File: src/rtl/model_pack.sv
`default_nettype none
// ============================================================================
//  Package     : model_pack
//  Description : Shared definitions for the TDC measurement controller:
//                FSM state encoding and default geometry constants.
//  Revision    : 1.0  initial release
// ============================================================================
package model_pack;

    // Default number of delay-chain stages (thermometer width).
    localparam int c_n_stages_default = 64;
    // Default width of the WAIT timeout counter / configuration.
    localparam int c_to_w_default     = 8;
    // Largest supported log2 of conversions per result.
    localparam int c_navg_log2_max    = 4;

    typedef enum logic [2:0] {
        ST_IDLE    = 3'd0,
        ST_PRESET  = 3'd1,
        ST_ARM     = 3'd2,
        ST_WAIT    = 3'd3,
        ST_CAPTURE = 3'd4,
        ST_ACCUM   = 3'd5,
        ST_OUT     = 3'd6
    } meas_state_t;

endpackage
`default_nettype wire

File: src/rtl/tdc_popcount.sv
`default_nettype none
// ============================================================================
//  Module      : tdc_popcount
//  Description : Combinational population count of a thermometer word.
//                Produces the conversion code of one TDC measurement.
//  Ports       : bits  in  N_STAGES  thermometer (already polarity-corrected)
//                count out CODE_W    number of ones in bits
//  Revision    : 1.0  initial release
// ============================================================================
module tdc_popcount
    import model_pack::*;
#(
    parameter int N_STAGES = c_n_stages_default,
    parameter int CODE_W   = $clog2(N_STAGES) + 1
) (
    input  logic [N_STAGES-1:0] bits,
    output logic [CODE_W-1:0]   count
);

    always_comb begin
        count = '0;
        for (int i = 0; i < N_STAGES; i++) begin
            count = count + CODE_W'(bits[i]);
        end
    end

endmodule
`default_nettype wire

File: src/rtl/tdc_meas_ctrl.sv
`default_nettype none
// ============================================================================
//  Module      : tdc_meas_ctrl
//  Description : Measurement controller for a phase-reverse delay-line TDC.
//                Presets the chain, launches the start edge, waits for the
//                stop event (with optional timeout), captures the thermometer
//                code and accumulates 2^navg conversions into one result.
//  Ports       : clk            in   clock, all state on rising edge
//                rstb           in   asynchronous active-low reset
//                start          in   begin a burst (sampled in IDLE only)
//                cfg_navg_log2  in   log2 conversions per result (5..7 -> 4)
//                cfg_timeout    in   WAIT cycle limit, 0 = no timeout
//                tdc_pstb       out  active-low preset of phase-reverse flops
//                tdc_launch     out  start edge into the inverter chain
//                tdc_stop       in   synchronized stop event
//                tdc_therm      in   thermometer word from the flop bank
//                tdc_pr_clk     out  one-cycle capture pulse for the flops
//                res_data       out  accumulated sum of codes
//                res_valid      out  result valid, held until res_ready
//                res_ready      in   downstream accept
//                busy           out  high in every state except IDLE
//                timeout_err    out  sticky WAIT-timeout flag
//  Revision    : 1.0  initial release
// ============================================================================
module tdc_meas_ctrl
    import model_pack::*;
#(
    parameter int N_STAGES = c_n_stages_default,
    parameter int TO_W     = c_to_w_default,
    parameter int CODE_W   = $clog2(N_STAGES) + 1
) (
    input  logic                 clk,
    input  logic                 rstb,
    input  logic                 start,
    input  logic [2:0]           cfg_navg_log2,
    input  logic [TO_W-1:0]      cfg_timeout,
    output logic                 tdc_pstb,
    output logic                 tdc_launch,
    input  logic                 tdc_stop,
    input  logic [N_STAGES-1:0]  tdc_therm,
    output logic                 tdc_pr_clk,
    output logic [CODE_W+3:0]    res_data,
    output logic                 res_valid,
    input  logic                 res_ready,
    output logic                 busy,
    output logic                 timeout_err
);

    // 16 conversions of at most N_STAGES each fit in CODE_W+4 bits.
    localparam int c_acc_w = CODE_W + 4;
    localparam int c_smp_w = c_navg_log2_max + 1;

    meas_state_t            r_state;
    logic                   r_pre_done;
    logic                   r_pol;
    logic [2:0]             r_navg;
    logic [TO_W-1:0]        r_timeout;
    logic [TO_W-1:0]        r_to_cnt;
    logic [c_smp_w-1:0]     r_smp_cnt;
    logic [N_STAGES-1:0]    r_therm;
    logic [c_acc_w-1:0]     r_acc;
    logic [c_acc_w-1:0]     r_res_data;
    logic                   r_pstb;
    logic                   r_launch;
    logic                   r_pr_clk;
    logic                   r_res_valid;
    logic                   r_busy;
    logic                   r_timeout_err;

    logic [2:0]             w_navg_clamped;
    logic [TO_W-1:0]        w_to_cnt_inc;
    logic                   w_timed_out;
    logic [c_smp_w-1:0]     w_smp_cnt_inc;
    logic [c_smp_w-1:0]     w_smp_target;
    logic [N_STAGES-1:0]    w_therm_rel;
    logic [CODE_W-1:0]      w_code;
    logic [c_acc_w-1:0]     w_acc_next;

    assign w_navg_clamped = (cfg_navg_log2 > 3'(c_navg_log2_max)) ?
                            3'(c_navg_log2_max) : cfg_navg_log2;

    // The increment never wraps while a nonzero timeout is armed, because the
    // burst leaves WAIT as soon as the incremented count equals the limit.
    assign w_to_cnt_inc  = r_to_cnt + TO_W'(1);
    assign w_timed_out   = (r_timeout != '0) && (w_to_cnt_inc == r_timeout);

    assign w_smp_cnt_inc = r_smp_cnt + c_smp_w'(1);
    assign w_smp_target  = c_smp_w'(1) << r_navg;

    // The chain alternates its resting level every conversion; when the last
    // stage settled high, the next thermometer is read inverted.
    assign w_therm_rel   = r_therm ^ {N_STAGES{r_pol}};
    assign w_acc_next    = r_acc + c_acc_w'(w_code);

    tdc_popcount #(
        .N_STAGES (N_STAGES),
        .CODE_W   (CODE_W)
    ) u_popcount (
        .bits     (w_therm_rel),
        .count    (w_code)
    );

    always_ff @(posedge clk or negedge rstb) begin
        if (!rstb) begin
            r_state       <= ST_IDLE;
            r_pre_done    <= 1'b0;
            r_pol         <= 1'b0;
            r_navg        <= '0;
            r_timeout     <= '0;
            r_to_cnt      <= '0;
            r_smp_cnt     <= '0;
            r_therm       <= '0;
            r_acc         <= '0;
            r_res_data    <= '0;
            r_pstb        <= 1'b0;
            r_launch      <= 1'b0;
            r_pr_clk      <= 1'b0;
            r_res_valid   <= 1'b0;
            r_busy        <= 1'b0;
            r_timeout_err <= 1'b0;
        end else begin
            r_pr_clk <= 1'b0;
            case (r_state)
                ST_IDLE: begin
                    r_pstb   <= 1'b1;
                    r_launch <= 1'b0;
                    r_busy   <= 1'b0;
                    if (start) begin
                        r_state       <= ST_PRESET;
                        r_pstb        <= 1'b0;
                        r_busy        <= 1'b1;
                        r_pre_done    <= 1'b0;
                        r_acc         <= '0;
                        r_smp_cnt     <= '0;
                        r_timeout_err <= 1'b0;
                        r_navg        <= w_navg_clamped;
                        r_timeout     <= cfg_timeout;
                    end
                end

                // Preset is held low for exactly two cycles.
                ST_PRESET: begin
                    if (r_pre_done) begin
                        r_state <= ST_ARM;
                        r_pstb  <= 1'b1;
                    end else begin
                        r_pre_done <= 1'b1;
                    end
                end

                ST_ARM: begin
                    r_state  <= ST_WAIT;
                    r_launch <= 1'b1;
                    r_to_cnt <= '0;
                end

                // A stop in the same cycle as the timeout takes priority.
                ST_WAIT: begin
                    if (tdc_stop) begin
                        r_state  <= ST_CAPTURE;
                        r_pr_clk <= 1'b1;
                    end else if (w_timed_out) begin
                        r_state       <= ST_OUT;
                        r_launch      <= 1'b0;
                        r_timeout_err <= 1'b1;
                        r_res_valid   <= 1'b1;
                        r_res_data    <= r_acc;
                    end else begin
                        r_to_cnt <= w_to_cnt_inc;
                    end
                end

                ST_CAPTURE: begin
                    r_state  <= ST_ACCUM;
                    r_therm  <= tdc_therm;
                    r_launch <= 1'b0;
                end

                ST_ACCUM: begin
                    r_acc     <= w_acc_next;
                    r_pol     <= r_therm[N_STAGES-1];
                    r_smp_cnt <= w_smp_cnt_inc;
                    if (w_smp_cnt_inc == w_smp_target) begin
                        r_state     <= ST_OUT;
                        r_res_valid <= 1'b1;
                        r_res_data  <= w_acc_next;
                    end else begin
                        r_state <= ST_ARM;
                    end
                end

                ST_OUT: begin
                    if (res_ready) begin
                        r_state     <= ST_IDLE;
                        r_res_valid <= 1'b0;
                        r_busy      <= 1'b0;
                    end
                end

                default: begin
                    r_state <= ST_IDLE;
                end
            endcase
        end
    end

    assign tdc_pstb    = r_pstb;
    assign tdc_launch  = r_launch;
    assign tdc_pr_clk  = r_pr_clk;
    assign res_data    = r_res_data;
    assign res_valid   = r_res_valid;
    assign busy        = r_busy;
    assign timeout_err = r_timeout_err;

endmodule
`default_nettype wire
File: config.mk
export PLATFORM = sky130hd
export DESIGN_NAME = tdc_meas_ctrl
export DESIGN_NICKNAME = d
export VERILOG_FILES = /design/src/rtl/model_pack.sv /design/src/rtl/tdc_popcount.sv /design/src/rtl/tdc_meas_ctrl.sv
export SDC_FILE = /design/constraint.sdc
export NUM_CORES = 1
export LEC_CHECK = 0
export ABC_AREA = 1
export ABC_CLOCK_PERIOD_IN_PS = 11700
export CAP_MARGIN = 5
export CORE_ASPECT_RATIO = 0.7
export CORE_MARGIN = 5
export CORE_UTILIZATION = 57
export CTS_CLUSTER_DIAMETER = 100
export DETAILED_ROUTE_END_ITERATION = 8
export GPL_TIMING_DRIVEN = 0
export HOLD_SLACK_MARGIN = 0.02
export PLACE_DENSITY = 0.81
export SYNTH_ARGS = -nofsm -noshare
export SYNTH_HDL_FRONTEND = slang
export SYNTH_HIERARCHICAL = 1
export SYNTH_SLANG_ARGS = --single-unit
export TNS_END_PERCENT = 50
File: constraint.sdc
create_clock -name clk -period 11.7 [get_ports clk]
set_input_delay 3.51 -clock clk [delete_from_list [all_inputs] [get_ports clk]]
set_output_delay 3.51 -clock clk [all_outputs]
set_load 0.01 [all_outputs]
==> flow_summary.yaml, run 1 <==
worst_setup_path:
  r2r_slack_ns: 3.47
  slowest_delay_ns: 0.56
  critPathLaunchType: "register"
  worst_path_most_repeated_cell: "fa_1"
  crit_slowest_cell: "buf_1"
  r2r-end: "res_data[9]$_DFFE_PN0P_"
  worstPathArrival_ns: 8.54
  required_ns: 12.01
  critPathKind: "register to register"
  r2r-start: "r_pol$_DFFE_PN0P_"
  reg2reg_depth: 33
  end_kind: "register"
  path_max_fanout: 10
run:
  maxCapViolCount: 0
synth:
  synth_edf_count: 0
  syn-num-nets: 1129
  synth_top_area_share_pct: 37.7
  yosysTopAreaCell: "dfrtp_1"
  ys_seq_area_share_pct: 37.7
  synth_cell_type_count: 39
  yosys_warnings: 6
  synthFlopType: "dfrtp_1"
  synthArstFlopShare_pct: 100
  yosys_register_bits: 121
  syn_avg_cell_area_um2: 8.29
  synth_area_mm2: 0.00804
  syn_inst: 970
  ys_top_cells_by_area: "dfrtp_1 (38%), nand2_1 (15%), fa_1 (14%), xor2_1 (7.7%), inv_1 (6.7%)"
global_route:
  grt_max_degree: 69
  antenna_found_initial: 0
  first_global_vias: 6648
  grt_pass1_wl_um: 32500
  grt-ovfl-total: 0
  grt_use_total_pct: 24.6
clocking:
  htreeDepth: 4
  clkTransAtPathRegs_ns: 0.06
  cts-buffers-inserted: 17
  tritoncts: "built"
  clock_sinks: 121
  cts_hold_buf: 0
  post-cts-setup-buffers: 0
  clk_latency_ns: 0.43
  clockBufferDepth: 2
  cts_root_buf: "clkbuf_16"
  cts_resized: 0
drt:
  drtIter0Drc: 575
  vias_per_cell: 5.11
  drt-total-wl_um: 19500
  top_layer: "met4"
  firstDrtPassIters: 6
  dr_total_vias: 6588
  routedWlPerCell_um: 15.1
  wl_met2_um: 8380
  dr_wl_met3_um: 1650
  drtAntennaViolNets: 0
  wl_met1_um: 9100
  drcViolationCount: 0
floorplanning:
  start_util_pct: 58.0
  pin_count: 97
  fp.dieW_um: 152
  core.rowCount: 36
  die_y_um: 109
  core_area_mm2: 0.0139
  dieArea_mm2: 0.0166
placement:
  placed_cell_area_mm2: 0.00927
  dp_worst_setup_slack_ns: 3.66
  dp_hpwl_um: 14300
  gp_congestion: 0.886
  port_buffers: 96
timing:
  max_slew_margin_pct: 54.5
  slew_viol_final: 0
  skew_ns: 0.0112
  fmax_mhz: 122
  finalSetupTns_ns: 0
  worst_pin_slew_ns: 0.682
  hold_violations: 0
  fin_ws_ns: 3.47
  period_needed_ns: 8.23
  period_share_pct: 70.3
  rsz0062_at_grt: "false"
  setup_viol: 0
finish:
  nets: 1245
  drive_above_1_share_pct: 6.82
  final_cell_mix: "nand2_1 (332), inv_1 (144), dfrtp_1 (121)"
  areaGrowthSynthToFinish_pct: 22.7
  final_common_cell: "nand2_1"
  fin_util_pct: 71.1
  stdcell_area_mm2: 0.00987
  fillers: 1068
  diodes: 0
run_status:
  status: "finished clean"
hold_path:
  hold_path_depth: 2
  min_from: "res_data[6]$_DFFE_PN0P_"
  min_to: "res_data[6]$_DFFE_PN0P_"
  hold_path.class: "register to register"
==> worst max path at each step <==
stage | start | to | slack [ns] | cells past startpoint
6_report | r_pol$_DFFE_PN0P_ | res_data[9]$_DFFE_PN0P_ | 3.47 | 33
5_1_grt | r_pol$_DFFE_PN0P_ | res_data[10]$_DFFE_PN0P_ | 3.13 | 32
4_1_cts | r_pol$_DFFE_PN0P_ | res_data[9]$_DFFE_PN0P_ | 3.57 | 33
3_5_place_dp | r_pol$_DFFE_PN0P_ | res_data[9]$_DFFE_PN0P_ | 3.66 | 33
3_3_place_gp | rstb | r_therm[25]$_DFFE_PN0P_ | 2.40 | 1
2_1_floorplan | r_pol$_DFFE_PN0P_ | res_data[9]$_DFFE_PN0P_ | 4.46 | 33
==> metrics by stage <==
step,instances,hold slack [ns]
finish,1289,0.465
global route,1289,0.488
CTS,1289,0.472
detailed placement,1257,0.457
global placement,1256,0.452
floorplan,970,0.461
==> cells by family after synthesis <==
family | synth area share [%]
AO/OA/AOI/OAI | 4.51
AND/OR/NAND/NOR | 23.6
adder cells (fa/ha/maj) | 17.4
flip-flops | 37.7
buffers and inverters | 8.88
XOR/XNOR | 7.95
==> sequential cells by signal, indices dropped and copies added (netlist names), 3 cells and up <==
name / flops
r_therm: 64
res_data: 11
r_smp_cnt: 5
r_state: 3
r_acc: 11
r_to_cnt: 8
r_navg: 3
r_timeout: 8
==> metal layers <==
metal  up-vias  GRT usage, %
met2       262          36.5
met4         0          7.89
li1       3180             -
met5         -             0
met1      3103          35.7
met3        43          6.57
==> worst max-delay path, delay by kind of cell (launching register included) <==
kind	cells	cell delay (ns)
buffers and inverters	8	1.26
adder cells (fa/ha/maj)	11	4.86
AND/OR/NAND/NOR	10	0.86
XOR/XNOR	2	0.38
flip-flops	1	0.39
AO/OA/AOI/OAI	2	0.35
==> area by class of cell <==
type	instances	area (µm²)	share of cell area, %
clock buffers	19	453	4.59
clock inverters	13	145	1.47
well taps	190	238	2.41
multi-input cells	667	4300	43.6
repair buffers	97	990	10.0
inverters	153	576	5.83
flip-flops and latches	121	3030	30.7
plain buffers	29	139	1.41
==> Yosys cell counts (2+ instances only) <==
library cell	instances
buf_6	2
nand2_4	2
nand2_1	332
nor2_1	27
buf_1	3
fa_1	55
nor2_4	4
a21oi_1	12
xor2_1	71
nor2_2	4
clkbuf_1	14
o22ai_1	3
inv_2	7
inv_1	144
nand3_1	58
xnor2_1	2
dfrtp_1	121
ha_1	24
o21ai_1	3
buf_2	9
nand4_1	8
nor3_1	2
nand3_2	5
o21ai_0	43
Power of run 1 is not shown: default switching activity piles up to over one toggle a cycle in this logic, so the estimate is an artifact.
==> inputs of run 2 (changes only) <==
ABC_CLOCK_PERIOD_IN_PS = 8310   (was 11700)
clock period = 8.31 ns   (was 11.7 ns; I/O delays follow)
==> run 2 against run 1 <==
  * Cell count unchanged
  * Routed wire length up 0.19%
  * Core utilization increased by 0.063 points
  * Worst hold slack hardly changed
  * Global-route usage unchanged
  * Clock skew shrank 0.0016 ns
  * Die area stayed put
  * Design area about the same
  * Critical path type unchanged
  * Critical endpoint unchanged
==> flow_summary.yaml, run 2 (same netlist as run 1, synthesis figures left out) <==
worst_setup_path:
  end_kind: "register"
  crit_slowest_cell: "fa_1"
  worst_path_most_repeated_cell: "fa_1"
  slowest_delay_ns: 0.52
  path_max_fanout: 10
  required_ns: 8.63
  critPathLaunchType: "register"
  worstPathArrival_ns: 8.30
  reg2reg_depth: 33
  critPathKind: "register to register"
clocking:
  cts_hold_buf: 0
  clk_latency_ns: 0.43
  cts-buffers-inserted: 17
  tritoncts: "built"
  clockBufferDepth: 2
  cts_root_buf: "clkbuf_16"
  clkTransAtPathRegs_ns: 0.06
  htreeDepth: 4
  clock_sinks: 121
  post-cts-setup-buffers: 0
finish:
  largest_reg_flops: 64
  top_register: "r_therm"
  areaGrowthSynthToFinish_pct: 22.8
  final_common_cell: "nand2_1"
  final_cell_mix: "nand2_1 (332), inv_1 (144), dfrtp_1 (121)"
  nets: 1245
  diodes: 0
  fillers: 1064
  drive_above_1_share_pct: 6.92
timing:
  skew_ns: 0.00955
  setup_viol: 0
  fmax_mhz: 125
  fin_ws_ns: 0.330
  max_slew_margin_pct: 53.9
  worst_pin_slew_ns: 0.692
  slew_viol_final: 0
  period_needed_ns: 7.98
  period_share_pct: 96.0
  hold_violations: 0
global_route:
  antenna_found_initial: 0
  grt_use_total_pct: 24.6
  grt_pass1_wl_um: 32500
  grt_max_degree: 69
  first_global_vias: 6648
  grt-ovfl-total: 0
hold_path:
  hold_path.class: "register to register"
  hold_path_depth: 2
placement:
  port_buffers: 96
  gp_congestion: 0.886
  dp_worst_setup_slack_ns: 0.267
  dp_hpwl_um: 14300
floorplanning:
  core_area_mm2: 0.0139
  pin_count: 97
  start_util_pct: 58.0
  die_y_um: 109
  fp.dieW_um: 152
  dieArea_mm2: 0.0166
  core.rowCount: 36
drt:
  dr_total_vias: 6556
  drtAntennaViolNets: 0
  routedWlPerCell_um: 15.2
  drcViolationCount: 0
  drt-total-wl_um: 19600
  drtIter0Drc: 568
  firstDrtPassIters: 5
  vias_per_cell: 5.09
run_status:
  status: "finished clean"
run:
  maxCapViolCount: 0
-- run 2: path summary, 6_finish.rpt --
kind                                            end                    start  slack (ns)
setup / recovery            res_data[9]$_DFFE_PN0P_        r_pol$_DFFE_PN0P_        0.33
hold / removal              res_data[6]$_DFFE_PN0P_  res_data[6]$_DFFE_PN0P_        0.47
setup reg to reg            res_data[9]$_DFFE_PN0P_        r_pol$_DFFE_PN0P_        0.33
hold reg to reg             res_data[6]$_DFFE_PN0P_  res_data[6]$_DFFE_PN0P_        0.47
max in group asynchronous   res_data[4]$_DFFE_PN0P_                     rstb        5.58
min in group asynchronous  r_timeout[6]$_DFFE_PN0P_                     rstb        2.02
-- run 2: metal layers --
| layer | wire, µm | vias up | part of all wire [%] | track usage, % |
|---|---|---|---|---|
| li1 | - | 3186 | - | - |
| met1 | 9070 | 3067 | 46 | 35.7 |
| met2 | 8420 | 266 | 43 | 36.5 |
| met3 | 1720 | 37 | 8.8 | 6.57 |
| met4 | 350 | 0 | 1.8 | 7.89 |
| met5 | 0 | - | 0 | 0 |
-- run 2: timing repair --
action	CTS	global route
setup endpoints to repair	0	11
hold endpoints to repair	0	0
gates resized for setup	0	5
-- run 2: final cells by class --
class                      instances  area, µm²  area share, %
multi-input combinational        667       4300           43.5
inverter                         153        576           5.83
clock inverter                    13        145           1.47
timing repair buffer              97        990           10.0
buffer                            29        148           1.49
sequential                       121       3030           30.7
clock buffer                      19        453           4.59
tap                              190        238           2.41
-- run 2: critical path: cells and delay by family, from the launching register on --
family                     cells  cell delay, ns
adders and majority gates     11            4.87
buffers and inverters          8            1.02
and+or+nand+nor               10            0.86
DFF                            1            0.39
xor gates and xnor gates       2            0.36
AOI/OAI and AO/OA              2            0.35
-- run 2: per-stage QoR --
stage               utilization, %  hold slack [ns]  std cells  cell area (µm²)  TNS [ns]
floorplan                        -            0.461        970             8040         0
global placement              66.6            0.452       1256             9240         0
detailed placement            66.8            0.457       1257             9270         0
CTS                           71.1            0.472       1289             9870         0
global route                  71.2            0.488       1289             9880  -0.00349
finish                        71.2            0.465       1289             9880         0
Power of run 2 is left out for the same reason.
==> inputs of run 3 (changes only) <==
CORE_UTILIZATION = 55   (was 57)
PLACE_DENSITY = 0.79   (was 0.81)
==> run 3 against run 2 <==
  * Clock skew grew 0.0051 ns
  * Largest cell class unchanged
  * Highest routed layer unchanged
  * Critical path type unchanged
  * Cell count increased by 0.39%
  * Design area grew 0.29%
==> flow_summary.yaml, run 3 (same netlist as run 1, synthesis figures left out) <==
run_status:
  status: "finished clean"
clocking:
  tritoncts: "built"
  cts_root_buf: "clkbuf_16"
  clock_sinks: 121
  clockBufferDepth: 2
  clk_latency_ns: 0.42
  htreeDepth: 4
  clkTransAtPathRegs_ns: 0.05
  cts-buffers-inserted: 17
  cts_hold_buf: 0
timing:
  period_share_pct: 94.7
  slew_viol_final: 0
  fmax_mhz: 127
  period_needed_ns: 7.87
  timing.hold.ws_ns: 0.475
  skew_ns: 0.0146
  worst_pin_slew_ns: 0.667
  hold_violations: 0
  max_slew_margin_pct: 55.5
  setup_viol: 0
global_route:
  antenna_found_initial: 0
  grtUsageMet3_pct: 5.50
  grt_util_met1_pct: 33.0
  grt_pass1_wl_um: 31000
  first_global_vias: 6407
  grt_use_total_pct: 22.3
  grt_max_degree: 75
  grt-ovfl-total: 0
  gr-usage-met2_pct: 33.2
  grt-busiest-layer: "met2"
drt:
  drtIter0Drc: 311
  dr_total_vias: 6448
  drt-total-wl_um: 18500
  firstDrtPassIters: 5
  drcViolationCount: 0
  vias_per_cell: 4.98
  routedWlPerCell_um: 14.3
  drtAntennaViolNets: 0
placement:
  dp_hpwl_um: 13900
  port_buffers: 96
  placed_cell_area_mm2: 0.00928
  placedCellCount: 1262
  gp_congestion: 0.885
worst_setup_path:
  cp_top_family: "adder cells"
  worstPathArrival_ns: 8.17
  worst_path_most_repeated_cell: "fa_1"
  end_kind: "register"
  required_ns: 8.61
  path_buf_inv: 6
  crit_slowest_cell: "fa_1"
  path_max_fanout: 10
  slowest_delay_ns: 0.54
  critPathLaunchType: "register"
  critPathKind: "register to register"
floorplanning:
  core_area_mm2: 0.0145
  core.rowCount: 37
  pin_count: 97
  die_y_um: 111
  dieArea_mm2: 0.0172
  start_util_pct: 55.3
  fp.dieW_um: 155
finish:
  fillers: 1201
  stdcell_area_mm2: 0.00990
  drive_above_1_share_pct: 6.82
  top_register: "r_therm"
  stdcell_count: 1294
  fin_util_pct: 68.1
  nets: 1245
  diodes: 0
  final_common_cell: "nand2_1"
  final_cell_mix: "nand2_1 (332), inv_1 (144), dfrtp_1 (121)"
  areaGrowthSynthToFinish_pct: 23.2
  largest_reg_flops: 64
hold_path:
  hold_path.class: "register to register"
run:
  maxCapViolCount: 0
==> run 3: cell types whose count changed in the layout (fill, tap and decap cells not counted) <==
cell / delta
buf_2: +3
bufinv_16: +2
clkbuf_1: +1
clkbuf_4: -3
clkbuf_8: -2
clkinv_4: +2
clkinvlp_4: -2
inv_6: -1
==> run 3: worst paths after layout <==
path | end | from | cells past startpoint | slack, ns
max in group asynchronous | r_therm[20]$_DFFE_PN0P_ | rstb | 2 | 5.59
setup reg to reg | res_data[5]$_DFFE_PN0P_ | r_pol$_DFFE_PN0P_ | 29 | 0.44
hold / removal | res_data[2]$_DFFE_PN0P_ | res_data[2]$_DFFE_PN0P_ | 2 | 0.48
hold reg to reg | res_data[2]$_DFFE_PN0P_ | res_data[2]$_DFFE_PN0P_ | 2 | 0.48
setup / recovery | res_data[5]$_DFFE_PN0P_ | r_pol$_DFFE_PN0P_ | 29 | 0.44
min in group asynchronous | r_timeout[0]$_DFFE_PN0P_ | rstb | 1 | 1.99
==> run 3: metal layers <==
layer  wire length (µm)  part of all wire (%)
met4                240                   1.3
met2               8210                    44
met3               1080                   5.9
met5                  0                     0
met1               8960                    48
==> run 3: final cells by class <==
cell class                      count  area [µm²]  share of cell area, %
Buffer                             29         140                   1.41
Clock buffer                       18         429                   4.33
Clock inverter                     14         199                   2.01
Inverter                          153         576                   5.81
Multi-Input combinational cell    667        4300                   43.4
Sequential cell                   121        3030                   30.6
Tap cell                          195         244                   2.46
Timing Repair Buffer               97         990                   9.99
==> run 3: through the flow <==
stage | TNS [ns] | worst slack (ns)
global placement | 0 | 0.0170
detailed placement | 0 | 0.310
floorplan | 0 | 1.07
CTS | 0 | 0.271
finish | 0 | 0.442
global route | -0.00290 | -0.00290
==> run 3: repair_timing <==
item,in CTS,in global routing
gates resized for setup,0,2
buffers inserted,0,0
setup endpoints to repair,0,10
hold endpoints to repair,0,0
==> run 3: worst register-to-register path: cells and delay by family, from the launching register on <==
family	cells	cell delay, ns
compound gates	2	0.46
simple gates	8	0.70
buf+inv	6	0.89
fa+ha+maj	11	5.04
xor+xnor	2	0.31
flops	1	0.39
Power of run 3 is left out for the same reason.
==> patch 1 (flow settings as in run 1) <==
Add an input register stage for `cfg_navg_log2` and `cfg_timeout`; this delays them by one clock. The other inputs are not delayed to match. Comments in the files are not updated.
--- a/src/rtl/tdc_meas_ctrl.sv
+++ b/src/rtl/tdc_meas_ctrl.sv
@@ -50,6 +50,14 @@
     localparam int c_acc_w = CODE_W + 4;
     localparam int c_smp_w = c_navg_log2_max + 1;
 
+    logic [2:0] cfg_navg_log2_q;
+    logic [TO_W-1:0] cfg_timeout_q;
+
+    always_ff @(posedge clk) begin
+        cfg_navg_log2_q <= cfg_navg_log2;
+        cfg_timeout_q   <= cfg_timeout;
+    end
+
     meas_state_t            r_state;
     logic                   r_pre_done;
     logic                   r_pol;
@@ -76,8 +84,8 @@
     logic [CODE_W-1:0]      w_code;
     logic [c_acc_w-1:0]     w_acc_next;
 
-    assign w_navg_clamped = (cfg_navg_log2 > 3'(c_navg_log2_max)) ?
-                            3'(c_navg_log2_max) : cfg_navg_log2;
+    assign w_navg_clamped = (cfg_navg_log2_q > 3'(c_navg_log2_max)) ?
+                            3'(c_navg_log2_max) : cfg_navg_log2_q;
 
     // The increment never wraps while a nonzero timeout is armed, because the
     // burst leaves WAIT as soon as the incremented count equals the limit.
@@ -134,7 +142,7 @@
                         r_smp_cnt     <= '0;
                         r_timeout_err <= 1'b0;
                         r_navg        <= w_navg_clamped;
-                        r_timeout     <= cfg_timeout;
+                        r_timeout     <= cfg_timeout_q;
                     end
                 end
 
Formal check against the unedited RTL: not equivalent (a bounded check fails within 10 cycles, from zero or initial values and one cycle with rstb low).
==> patch 1 against run 1 <==
Synthesized area grew 3.5%; sequential share of layout area grew 1.4 points; highest routed layer unchanged; first-iteration DRC count shrank 11%; critical path type unchanged; sequential cell count grew 11; routed wire length shrank 6.5%; critical path depth shrank 4; synthesized cell count grew 3.7%; worst setup slack gained 0.048 ns; cell area grew 2.6%.
Power is left out: the tool's default activity adds up to more than one toggle a clock period on the data nets, which glitch-free logic cannot reach.
==> patch 1: results (changes against run 1) <==
| Metric | Value |
|---|---|
| Fill cells | 1118 (+4.7%) |
| Routed via count | 6620 (+0.49%) |
| Slowest CP cell | buf_1 |
| Largest net degree at the start of global routing | 84 (+22%) |
| Cell Area, Placed | 9560 um^2 (+3.1%) |
| Number of clock sinks | 132 (+9.1%) |
| Data buffer area share | 0.112 (-0.00265) |
| Multiplexer share of the synthesized area | 0 (unchanged) |
| Synth cell count leaders | 354 x nand2_1, 148 x inv_1, 121 x dfrtp_1 |
| Adder-cell share of the synthesized area | 0.168 (-0.00587) |
| Layout clock area frac | 0.0561 (-0.00450) |
| Drt total wl | 18.2 mm (-6.5%) |
| Reg area | 3250 um^2 (+7.3%) |
| Final HPWL DP | 13.8 mm (-3.3%) |
| Placer Congestion | 0.888 (+0.24%) |
| Synth Area in Compound Gates | 0.0383 (-0.00678) |
| Yosys cell types | 33 (-15%) |
| Crit path DAT | 8.49 ns (-0.05 ns) |
| Pre-antenna DRT Iters | 8 (+2) |
| Post-layout instance area | 10100 um^2 (+2.6%) |
| Layout cells sized above 1 | 0.0643 (-0.00393) |
| Multi-input combinational area share | 0.430 (-0.00560) |
| Asr flop ratio synth | 0.917 (-0.0833) |
| Placement Setup Slack | 3.67 ns (+0.0174 ns) |
| Post-Syn Nets | 1165 (+3.2%) |
| Worst-skew pair later-pin latency | 0.43 ns (about the same) |
| Vias per cell | 4.98 (-2.6%) |
| XOR/XNOR Fraction of Synth Area | 0.0726 (-0.00689) |
| Max reg flops | 64 (unchanged) |
| DRT iter0 DRCs | 514 (-11%) |
| Seq/Total Area, Yosys | 0.390 (+0.0138) |
| Clock skew | 0.00550 ns (-0.00565 ns) |
| Via count of the first global-routing pass | 6506 (-2.1%) |
| Clkbuf count | 18 (-1) |
| Cells after Synth | 1006 (+3.7%) |
| Inverters | 154 (+0.65%) |
| Tapcell Cnt | 195 (+2.6%) |
| Multi-In Gates | 691 (+3.6%) |
| First-pass GRT wire length | 31.3 mm (-3.8%) |
| Outcome | finished clean |
| Largest cells by area after synthesis | dfrtp_1 36%, nand2_1 16%, fa_1 13%, xor2_1 7.2%, inv_1 6.7% |
==> patch 1: cell types whose count changed in the layout (fill, tap and decap cells not counted), sizes merged, moves of 5 or more <==
cell and change:
nand4 +11, a21oi +5, dfxtp +11, nand2 +25, o21ai -9, nand3 -8
==> patch 1: final timing paths <==
kind / start / endpoint / slack, ns / cells after the start
setup / recovery: r_pol / res_data[8] / 3.52 / 29
hold / removal: cfg_timeout_q[1] / r_timeout[1] / 0.44 / 2
setup reg to reg: r_pol / res_data[8] / 3.52 / 29
hold reg to reg: cfg_timeout_q[1] / r_timeout[1] / 0.44 / 2
max in group asynchronous: rstb / r_therm[21] / 7.98 / 2
min in group asynchronous: rstb / r_timeout[5] / 2.98 / 1
==> patch 1: layer usage <==
layer / wire [um] / vias to the layer above / track usage
li1: - / 3294 / -
met1: 9170 / 3095 / 0.355
met2: 7630 / 216 / 0.317
met3: 1270 / 15 / 0.0496
met4: 179 / 0 / 0.0506
met5: 0 / - / 0
==> patch 2 (flow settings as in run 1) <==
Made on the original files. `c_to_w_default`: 8 -> 6.
--- a/src/rtl/model_pack.sv
+++ b/src/rtl/model_pack.sv
@@ -10,7 +10,7 @@
     // Default number of delay-chain stages (thermometer width).
     localparam int c_n_stages_default = 64;
     // Default width of the WAIT timeout counter / configuration.
-    localparam int c_to_w_default     = 8;
+    localparam int c_to_w_default     = 6;
     // Largest supported log2 of conversions per result.
     localparam int c_navg_log2_max    = 4;
 
Interface: changed (resized cfg_timeout); port bits go from 97 to 95. No check against the original RTL was run, so the function may have changed too.
==> patch 2 against run 1 <==
Sequential cell count fell by 4; routed wire length fell by 8.3%; cell area fell by 3.5%; synthesized area fell by 3.2%; final cell count fell by 3.5%; worst setup slack got worse by 0.095 ns; largest cell class unchanged.
Power is left out: the tool's default activity adds up to more than one toggle a clock period on the data nets, which glitch-free logic cannot reach.
==> patch 2: results (changes against run 1) <==
| Metric | Value |
|---|---|
| Outcome | finished clean |
| Met3 wire length | 1.41 mm (-14%) |
| Final HPWL DP | 13.7 mm (-3.8%) |
| Met2 usage | 0.349 (-0.0160) |
| CP endpoint | res_data[6] |
| Fin cells | 1244 (-3.5%) |
| First-pass GRT wire length | 30.8 mm (-5.3%) |
| Adder-cell share of the synthesized area | 0.180 (+0.00574) |
| XOR/XNOR Fraction of Synth Area | 0.0776 (-0.00188) |
| Placer Congestion | 0.858 (-3.1%) |
| Synth cell count leaders | 316 x nand2_1, 145 x inv_1, 117 x dfrtp_1 |
| Reg2Reg Depth | 30 (-9.1%) |
| Fill cells | 1012 (-5.2%) |
| Pre-antenna DRT Iters | 5 (-1) |
| Register-to-register setup slack | 3.38 ns (-0.10 ns) |
| Clock skew | 0.0130 ns (+0.00189 ns) |
| DRT iter0 DRCs | 453 (-21%) |
| Routed len/inst | 14.4 um (-5.0%) |
| Seq/Total Area, Yosys | 0.376 (-0.000452) |
| Met3 GRT Util | 0.0699 (+0.00417) |
| Crit path DAT | 8.61 ns (+0.07 ns) |
| Via count of the first global-routing pass | 6400 (-3.7%) |
| Post-Syn Nets | 1090 (-3.5%) |
| Cells after Synth | 933 (-3.8%) |
| WL met2 | 7.64 mm (-8.8%) |
| Total track usage | 0.242 (-0.00434) |
| Met1 usage | 0.354 (-0.00315) |
| Synth Area in Compound Gates | 0.0538 (+0.00872) |
| Hold Path Sink | res_data[9] |
patch 2: cell type report:
class | instances | area [um^2] | share of cell area
buffer | 27 | 138 | 0.0145
clock buffer | 21 | 450 | 0.0473
clock inverter | 10 | 83.8 | 0.00881
inverter | 148 | 556 | 0.0584
multi-input combinational | 641 | 4160 | 0.437
sequential | 117 | 2930 | 0.308
tap | 185 | 231 | 0.0243
timing repair buffer | 95 | 970 | 0.102
patch 2: worst register-to-register path, delay by kind of cell (launching register included):
kind | cells | cell delay (ns)
flip-flops | 1 | 0.38
buffers and inverters | 10 | 1.44
XOR/XNOR | 1 | 0.15
adder cells (fa/ha/maj) | 11 | 5.12
AND/OR/NAND/NOR | 5 | 0.42
AO/OA/AOI/OAI | 3 | 0.73
patch 2: metrics by stage:
stage / cell area [um^2] / hold slack [ns]
floorplan: 7780 / 0.461
global placement: 8960 / 0.466
detailed placement: 8990 / 0.467
CTS: 9520 / 0.481
global route: 9520 / 0.502
finish: 9520 / 0.482
